===== src/rtl/fifo_uart_tx.sv =====
`default_nettype none
// ============================================================================
//  Module   : fifo_uart_tx
//  Purpose  : Pops bytes from a common-clock standard-mode FIFO and sends
//             each one as an asynchronous serial (UART) frame on TX.
//             Frame: start bit, 8 data bits LSB first, optional parity bit,
//             one or two stop bits. At most one FIFO read per frame.
//  Revision : 1.0 - initial release
// ============================================================================
module fifo_uart_tx #(
    parameter int CLKS_PER_BIT = 868,  // clock cycles per serial bit, >= 2
    parameter int PARITY       = 0,    // 0 = none, 1 = even, 2 = odd
    parameter int STOP_BITS    = 1     // 1 or 2
) (
    input  logic       CLK,
    input  logic       RST,
    input  logic [7:0] FIFO_Dout,
    input  logic       FIFO_Empty,
    output logic       RD_EN,
    output logic       TX,
    output logic       BUSY,
    output logic       FRAME_DONE
);

    // Baud counter sizing; counts 0 .. CLKS_PER_BIT-1 then wraps.
    localparam int              c_cnt_w    = (CLKS_PER_BIT > 2) ? $clog2(CLKS_PER_BIT) : 1;
    localparam logic [c_cnt_w-1:0] c_cnt_last = c_cnt_w'(CLKS_PER_BIT - 1);

    // Index of the final stop bit (0 for one stop bit, 1 for two).
    localparam logic c_stop_last = (STOP_BITS == 2);

    // Odd parity is even parity inverted.
    localparam logic c_par_inv   = (PARITY == 2);
    localparam logic c_par_en    = (PARITY != 0);

    // State encoding.
    localparam logic [2:0] c_st_idle   = 3'd0;
    localparam logic [2:0] c_st_wait   = 3'd1;
    localparam logic [2:0] c_st_start  = 3'd2;
    localparam logic [2:0] c_st_data   = 3'd3;
    localparam logic [2:0] c_st_parity = 3'd4;
    localparam logic [2:0] c_st_stop   = 3'd5;

    logic [2:0]         r_state;
    logic [c_cnt_w-1:0] r_cnt;
    logic [2:0]         r_bit_idx;
    logic               r_stop_idx;
    logic [7:0]         r_shift;
    logic               r_par;
    logic               r_tx;

    logic               w_bit_end;
    logic               w_last_stop;

    // Bit-boundary and final-stop-bit decodes shared by the FSM and outputs.
    always_comb begin
        w_bit_end   = (r_cnt == c_cnt_last);
        w_last_stop = (r_stop_idx == c_stop_last);
    end

    // Frame sequencer: state, baud timing, shift register and serial line.
    always_ff @(posedge CLK or posedge RST) begin
        if (RST) begin
            r_state    <= c_st_idle;
            r_cnt      <= '0;
            r_bit_idx  <= 3'd0;
            r_stop_idx <= 1'b0;
            r_shift    <= 8'h00;
            r_par      <= 1'b0;
            r_tx       <= 1'b1;
        end else begin
            case (r_state)
                c_st_idle: begin
                    // The read strobe goes out combinationally this cycle;
                    // the data arrives during WAIT.
                    r_tx <= 1'b1;
                    if (!FIFO_Empty) begin
                        r_state <= c_st_wait;
                    end
                end

                c_st_wait: begin
                    // Latch the popped byte and its parity, begin start bit.
                    r_shift    <= FIFO_Dout;
                    r_par      <= (^FIFO_Dout) ^ c_par_inv;
                    r_tx       <= 1'b0;
                    r_cnt      <= '0;
                    r_bit_idx  <= 3'd0;
                    r_stop_idx <= 1'b0;
                    r_state    <= c_st_start;
                end

                c_st_start: begin
                    if (w_bit_end) begin
                        r_cnt   <= '0;
                        r_tx    <= r_shift[0];
                        r_state <= c_st_data;
                    end else begin
                        r_cnt <= r_cnt + 1'b1;
                    end
                end

                c_st_data: begin
                    if (w_bit_end) begin
                        r_cnt   <= '0;
                        r_shift <= {1'b0, r_shift[7:1]};
                        if (r_bit_idx == 3'd7) begin
                            if (c_par_en) begin
                                r_tx    <= r_par;
                                r_state <= c_st_parity;
                            end else begin
                                r_tx    <= 1'b1;
                                r_state <= c_st_stop;
                            end
                        end else begin
                            // Next bit is the one about to shift into bit 0.
                            r_tx      <= r_shift[1];
                            r_bit_idx <= r_bit_idx + 3'd1;
                        end
                    end else begin
                        r_cnt <= r_cnt + 1'b1;
                    end
                end

                c_st_parity: begin
                    if (w_bit_end) begin
                        r_cnt   <= '0;
                        r_tx    <= 1'b1;
                        r_state <= c_st_stop;
                    end else begin
                        r_cnt <= r_cnt + 1'b1;
                    end
                end

                c_st_stop: begin
                    r_tx <= 1'b1;
                    if (w_bit_end) begin
                        r_cnt <= '0;
                        if (w_last_stop) begin
                            r_stop_idx <= 1'b0;
                            r_state    <= c_st_idle;
                        end else begin
                            r_stop_idx <= 1'b1;
                        end
                    end else begin
                        r_cnt <= r_cnt + 1'b1;
                    end
                end

                default: begin
                    r_state <= c_st_idle;
                    r_tx    <= 1'b1;
                    r_cnt   <= '0;
                end
            endcase
        end
    end

    // Output decode; the read strobe is masked during reset so no byte is
    // popped while the sequencer is held in IDLE.
    always_comb begin
        RD_EN      = (r_state == c_st_idle) && !FIFO_Empty && !RST;
        BUSY       = (r_state != c_st_idle);
        FRAME_DONE = (r_state == c_st_stop) && w_bit_end && w_last_stop;
        TX         = r_tx;
    end

endmodule
`default_nettype wire


===== config.mk =====
export PLATFORM = sky130hd
export DESIGN_NAME = fifo_uart_tx
export DESIGN_NICKNAME = d
export VERILOG_FILES = /design/src/rtl/fifo_uart_tx.sv
export SDC_FILE = /design/constraint.sdc
export NUM_CORES = 1
export LEC_CHECK = 0
export BUFFER_PORTS_ARGS = -buffer_cell sky130_fd_sc_hd__buf_2
export CORE_UTILIZATION = 52
export CTS_BUF_LIST = sky130_fd_sc_hd__clkbuf_4
export DETAILED_ROUTE_END_ITERATION = 12
export MAX_ROUTING_LAYER = met4
export PLACE_DENSITY = 0.86
export SYNTH_ARGS = -nofsm -noshare
export SYNTH_HDL_FRONTEND = slang
export SYNTH_SLANG_ARGS = --single-unit
export TNS_END_PERCENT = 20

===== constraint.sdc =====
create_clock -name CLK -period 1.6 [get_ports CLK]
set_input_delay 0.32 -clock CLK [delete_from_list [all_inputs] [get_ports CLK]]
set_output_delay 0.32 -clock CLK [all_outputs]
set_load 0.02 [all_outputs]

Word-level counts from Yosys, hierarchy flattened

Index checks and enable logic that the tools add are counted.

Bits in registers: 26
Input port bits: 11

Add/subtract/negate cells: 2
Eq/ne operators: 15
Multiplexer cells: 23
Bitwise operators: 1
Reductions and logical operators: 16

Operators by type and width:

| kind                  | count |
|---|---|
| $mux 3                | 9 |
| $pmux 10 s2           | 1 |
| $pmux 3 s6            | 1 |
| $ne 2x2->1 const B    | 8 |
| $pmux 8 s2            | 1 |
| $add 10x1->10 const B | 1 |
| $eq 10x10->1 const B  | 1 |
| $mux 10               | 1 |
| $eq 3x3->1 const B    | 3 |
| $mux 8                | 1 |
| $reduce_and 7->1      | 1 |
| $eq 3x2->1 const B    | 2 |
| $mux 1                | 6 |
| $pmux 3 s2            | 1 |
| $reduce_and 3->1      | 2 |
| $logic_and 1x1->1     | 4 |
| $pmux 1 s4            | 1 |
| $reduce_and 2->1      | 2 |
| $reduce_bool 2->1     | 2 |
| $reduce_or 4->1       | 1 |
| $add 3x1->3 const B   | 1 |
| $eq 3x1->1 const B    | 1 |
| $logic_not 3->1       | 1 |
| $reduce_bool 3->1     | 1 |
| 3 further kinds       | 4 |

Longest topological paths before layout

Word-level depth: 4
Mapped depth: 6

Worst setup path before layout

Ideal clock, no wire load.

Path kind: flip-flop to output port
Start point: reg r_cnt[2]
End point: out FRAME_DONE
Arrival: 1.648 ns
Path slack: -0.368 ns
Stages on the path, launching flop included: 5
Buffers on the path: 1
Cell sequence: dfrtp_1 > nor3_1 > nand4_1 > buf_2 > nor4_1

Longest elaborated chain between the ends: 3

RTL lines:

| what                            | RTL line | source |
|---|---|---|
| start, declared                 | 45       | `logic [c_cnt_w-1:0] r_cnt;` |
| start signal, assigned          | 99       | `r_cnt <= r_cnt + 1'b1;` |
| start signal, assigned          | 121      | `r_cnt <= r_cnt + 1'b1;` |
| start signal, assigned          | 131      | `r_cnt <= r_cnt + 1'b1;` |
| $eq 10x10->1                    | 57       | `w_bit_end = (r_cnt == c_cnt_last);` |
| $logic_and 1x1->1 (2 in series) | 164      | `FRAME_DONE = (r_state == c_st_stop) && w_bit_end && w_last_stop;` |
| end, declared                   | 22       | `output logic FRAME_DONE` |

No other way between the ends.

Worst setup path after layout

Start point: reg r_cnt[7]
End point: out FRAME_DONE

The elaborated chain is that of the path after synthesis.

==> run_summary.xml <==
<?xml version="1.0" encoding="UTF-8"?>
<metrics>
  <group name="status">
    <metric name="status" unit="">finished with violations</metric>
    <metric name="violations" unit="">negative setup slack</metric>
  </group>
  <group name="sta">
    <metric name="worst_slew_pin_slew" unit="ns">0.340</metric>
    <metric name="fmaxAchievable" unit="GHz">0.508</metric>
    <metric name="finalCriticalPeriod" unit="ns">1.97</metric>
    <metric name="final.period_utilization" unit="">1.23</metric>
    <metric name="hold_ws" unit="ns">0.0299</metric>
    <metric name="grt_setup_unrepaired" unit="">yes</metric>
    <metric name="skew" unit="ns">0.0122</metric>
    <metric name="max-slew-margin-rel" unit="">0.772</metric>
    <metric name="hold_viol" unit="">0</metric>
    <metric name="totalNegativeSetupSlack" unit="ns">-0.803</metric>
    <metric name="fin_ws" unit="ns">-0.368</metric>
    <metric name="report.final.setup_viol" unit="">13</metric>
    <metric name="timing_max_transition_violations_final" unit="">0</metric>
  </group>
  <group name="synth">
    <metric name="yosysUniqueCellTypes" unit="">39</metric>
    <metric name="syn_nets" unit="">149</metric>
    <metric name="ys.warnings.count" unit="">0</metric>
    <metric name="post_synth_inst_count" unit="">135</metric>
    <metric name="post_synth.cell_area_avg" unit="um2">10.4</metric>
    <metric name="synth.ff_latch_count" unit="">26</metric>
    <metric name="synth_sequential_area_ratio" unit="">0.464</metric>
    <metric name="synth.cell_area" unit="um2">1400</metric>
  </group>
  <group name="detailed_routing">
    <metric name="detailedRoute.firstPassIterationCount" unit="">4</metric>
    <metric name="finalWirelength" unit="um">3700</metric>
    <metric name="detailroute.via_count" unit="">1290</metric>
    <metric name="drt_iter0_drc" unit="">51</metric>
    <metric name="drcViolationCount" unit="">0</metric>
    <metric name="drtAntennaViolNets" unit="">0</metric>
    <metric name="via_per_inst" unit="">6.14</metric>
    <metric name="routed_wire_length_per_instance" unit="um">17.6</metric>
  </group>
  <group name="finish">
    <metric name="post_route_core_utilization" unit="">0.727</metric>
    <metric name="nets" unit="">195</metric>
    <metric name="most_common_cell_after_layout_fill_and_taps_aside" unit="">sky130_fd_sc_hd__buf_4</metric>
    <metric name="layout_common_cells" unit="">sky130_fd_sc_hd__buf_4, sky130_fd_sc_hd__dfrtp_1, sky130_fd_sc_hd__nand3_1, sky130_fd_sc_hd__buf_2</metric>
    <metric name="antenna-diode-count" unit="">0</metric>
    <metric name="final_cell_area_excluding_filler_cells" unit="um2">1830</metric>
    <metric name="area.growth.synth_to_final" unit="%">30.7</metric>
    <metric name="share_of_cells_above_drive_strength_1" unit="">0.428</metric>
  </group>
  <group name="power_and_ir_drop">
    <metric name="power_frac_clock" unit="">0.154</metric>
    <metric name="switching_share" unit="">0.340</metric>
    <metric name="power_leakage" unit="nW">0.877</metric>
    <metric name="share_seq_of_total_power" unit="">0.446</metric>
    <metric name="internal_dissipation" unit="mW">1.34</metric>
    <metric name="combinationalPowerShare" unit="">0.400</metric>
    <metric name="vdd_ir_drop_max" unit="mV">0.744</metric>
    <metric name="power.density_cell_area" unit="nW/um2">1110</metric>
    <metric name="p_sw" unit="mW">0.689</metric>
  </group>
  <group name="placed_design">
    <metric name="placement_cell_area" unit="um2">1660</metric>
    <metric name="place.port_buffers" unit="">14</metric>
    <metric name="gpl.final_weighted_congestion" unit="">0.880</metric>
    <metric name="dp_hpwl" unit="um">2280</metric>
  </group>
  <group name="die">
    <metric name="die_width" unit="um">54.0</metric>
    <metric name="core_area" unit="um2">2520</metric>
    <metric name="pin_count" unit="">15</metric>
    <metric name="initial_core_util" unit="">0.557</metric>
    <metric name="dieArea" unit="um2">2910</metric>
    <metric name="chip_height" unit="um">54.0</metric>
    <metric name="std_cell_rows" unit="">18</metric>
  </group>
  <group name="clocking">
    <metric name="h_tree_levels" unit="">1</metric>
    <metric name="cts.path.max_buffers" unit="">2</metric>
    <metric name="tritoncts" unit="">built</metric>
    <metric name="clock_sinks" unit="">26</metric>
    <metric name="clk_latency" unit="ns">0.34</metric>
    <metric name="tritoncts.num_buffers" unit="">3</metric>
    <metric name="ctsHoldBuffers" unit="">0</metric>
    <metric name="cts_root_buf" unit="">sky130_fd_sc_hd__clkbuf_4</metric>
    <metric name="clk_pin_slew_worst_setup_hold_paths" unit="ns">0.14</metric>
  </group>
  <group name="critical_path">
    <metric name="worst_ep_required_time" unit="ns">1.28</metric>
    <metric name="r2r_setup_slack" unit="ns">-0.05</metric>
    <metric name="critPathKind" unit="">reg -&gt; out</metric>
    <metric name="cp_data_arrival_time" unit="ns">1.65</metric>
    <metric name="worstSetupEndpointType" unit="">output port</metric>
    <metric name="ff2ff_path_depth" unit="">4</metric>
    <metric name="max_fo_critical_path" unit="">2</metric>
    <metric name="worstSetupStartpointType" unit="">flop</metric>
    <metric name="regToRegStartpoint" unit="">r_cnt[1]</metric>
    <metric name="r2r-end" unit="">r_shift[4]</metric>
  </group>
  <group name="worst_hold_path">
    <metric name="min-delay-path-class" unit="">in -&gt; async</metric>
  </group>
  <group name="run">
    <metric name="drv.max_cap_violation_count" unit="">0</metric>
  </group>
  <group name="grt">
    <metric name="grt_use_total" unit="">0.266</metric>
    <metric name="antenna_violations_before_repair" unit="">0</metric>
    <metric name="grt_first_pass_wirelength" unit="um">5250</metric>
    <metric name="maximum_number_of_pins_on_one_net_before_global_route_repair" unit="">27</metric>
    <metric name="grt_remaining_overflow" unit="">0</metric>
    <metric name="number_of_global_route_vias_before_repair" unit="">1153</metric>
  </group>
</metrics>
[Yosys cell counts]
master | instances | share of area
sky130_fd_sc_hd__dfrtp_1 | 25 | 0.45
sky130_fd_sc_hd__mux2_2 | 12 | 0.096
sky130_fd_sc_hd__nand3_1 | 12 | 0.043
sky130_fd_sc_hd__nor2_1 | 11 | 0.029
sky130_fd_sc_hd__nand2_1 | 8 | 0.021
sky130_fd_sc_hd__xor2_1 | 8 | 0.050
sky130_fd_sc_hd__nor3_1 | 6 | 0.021
sky130_fd_sc_hd__nand4_1 | 5 | 0.022
sky130_fd_sc_hd__buf_2 | 4 | 0.014
sky130_fd_sc_hd__inv_1 | 4 | 0.011
sky130_fd_sc_hd__o21ai_0 | 4 | 0.014
sky130_fd_sc_hd__ha_1 | 3 | 0.027
sky130_fd_sc_hd__o211ai_1 | 3 | 0.016
sky130_fd_sc_hd__a21oi_1 | 2 | 0.0071
sky130_fd_sc_hd__and2_1 | 2 | 0.0089
sky130_fd_sc_hd__mux2_1 | 2 | 0.016
sky130_fd_sc_hd__nand2b_1 | 2 | 0.0089
sky130_fd_sc_hd__a211oi_1 | 1 | 0.0053
sky130_fd_sc_hd__a21oi_4 | 1 | 0.012
sky130_fd_sc_hd__a22o_1 | 1 | 0.0062
sky130_fd_sc_hd__a31oi_1 | 1 | 0.0045
sky130_fd_sc_hd__a32o_1 | 1 | 0.0071
sky130_fd_sc_hd__a41oi_1 | 1 | 0.0062
sky130_fd_sc_hd__and3_1 | 1 | 0.0045
sky130_fd_sc_hd__and4_1 | 1 | 0.0062
sky130_fd_sc_hd__and4_4 | 1 | 0.0080
sky130_fd_sc_hd__and4b_1 | 1 | 0.0071
sky130_fd_sc_hd__buf_6 | 1 | 0.0080
sky130_fd_sc_hd__clkbuf_1 | 1 | 0.0027
sky130_fd_sc_hd__dfstp_2 | 1 | 0.019
sky130_fd_sc_hd__nand3b_1 | 1 | 0.0053
sky130_fd_sc_hd__nor3b_1 | 1 | 0.0053
sky130_fd_sc_hd__nor4_1 | 1 | 0.0045
sky130_fd_sc_hd__nor4b_1 | 1 | 0.0062
sky130_fd_sc_hd__o211a_1 | 1 | 0.0071
sky130_fd_sc_hd__o21bai_1 | 1 | 0.0053
sky130_fd_sc_hd__o22ai_1 | 1 | 0.0045
sky130_fd_sc_hd__o311a_1 | 1 | 0.0071
sky130_fd_sc_hd__or3b_2 | 1 | 0.0062
[power by group through the flow]
stage | logic, mW | clock network [mW] | registers [mW]
after floorplan | 0.381 | 0 | 0.913
after global placement | 0.648 | 0 | 0.890
after detailed placement | 0.687 | 0 | 0.905
after CTS | 0.719 | 0.308 | 0.897
after global routing | 0.871 | 0.342 | 0.914
final | 0.810 | 0.313 | 0.904
[registers in the layout, summed over array words and instances, names as in the netlist]
name        count
r_state         3
r_stop_idx      1
r_cnt          10
r_bit_idx       3
TX              1
r_shift         8
[repair_timing]
action                     4_1_cts  5_1_grt
resized for setup                9        6
pin swaps                        1        4
setup buffers                    3       10
setup endpoints to repair       11       23
[final cells by class]
class,instances,area (um2)
well taps,30,37.5
clock buffers,4,30.0
multi-input cells,99,758
inverters,4,15.0
flip-flops and latches,26,656
repair buffers,47,338
fillers,169,688
[worst max-delay path by stage]
stage / start / endpoint / slack, ns / cells past startpoint
2_1_floorplan: r_cnt[2] / FRAME_DONE / -0.03 / 4
3_3_place_gp: r_cnt[7] / FRAME_DONE / 0.04 / 4
3_5_place_dp: r_state[2] / r_shift[5] / -0.01 / 4
4_1_cts: r_cnt[7] / FRAME_DONE / -0.35 / 4
5_1_grt: r_cnt[7] / FRAME_DONE / -0.46 / 4
6_report: r_cnt[7] / FRAME_DONE / -0.37 / 4
[stage by stage]
stage	worst slack, ns	std cells	power, mW
2_1_floorplan	-0.0313	135	1.29
3_3_place_gp	0.0450	193	1.54
3_5_place_dp	-0.0131	193	1.59
4_1_cts	-0.353	200	1.92
5_1_grt	-0.464	210	2.13
6_report	-0.368	210	2.03
[worst max-delay path: stages (launching register included)]
cell and delay (ns):
sky130_fd_sc_hd__dfrtp_1 0.41, sky130_fd_sc_hd__and4b_1 0.29, sky130_fd_sc_hd__nand4_1 0.19, sky130_fd_sc_hd__nor4_4 0.24
sky130_fd_sc_hd__buf_4 0.17
[cells by family (layout without fill, tap and decap cells)]
kind of cell,count (synthesis),after routing,synth area share
AOI/OAI and AO/OA,19,19,0.103
xor gates and xnor gates,8,8,0.0499
adders and majority gates,3,3,0.0267
buffers and inverters,10,55,0.0356
DFF,26,26,0.464
muxes,14,14,0.112
and+or+nand+nor,55,55,0.209
[per-layer routing]
metal / global-route usage / vias up / share of wire
met5: - / - / 0
li1: - / 580 / -
met2: 0.428 / 60 / 0.51
met4: 0.0877 / 0 / 0.016
met3: 0.0650 / 6 / 0.064
met1: 0.324 / 644 / 0.41
Power figures use the tool's default switching activity.
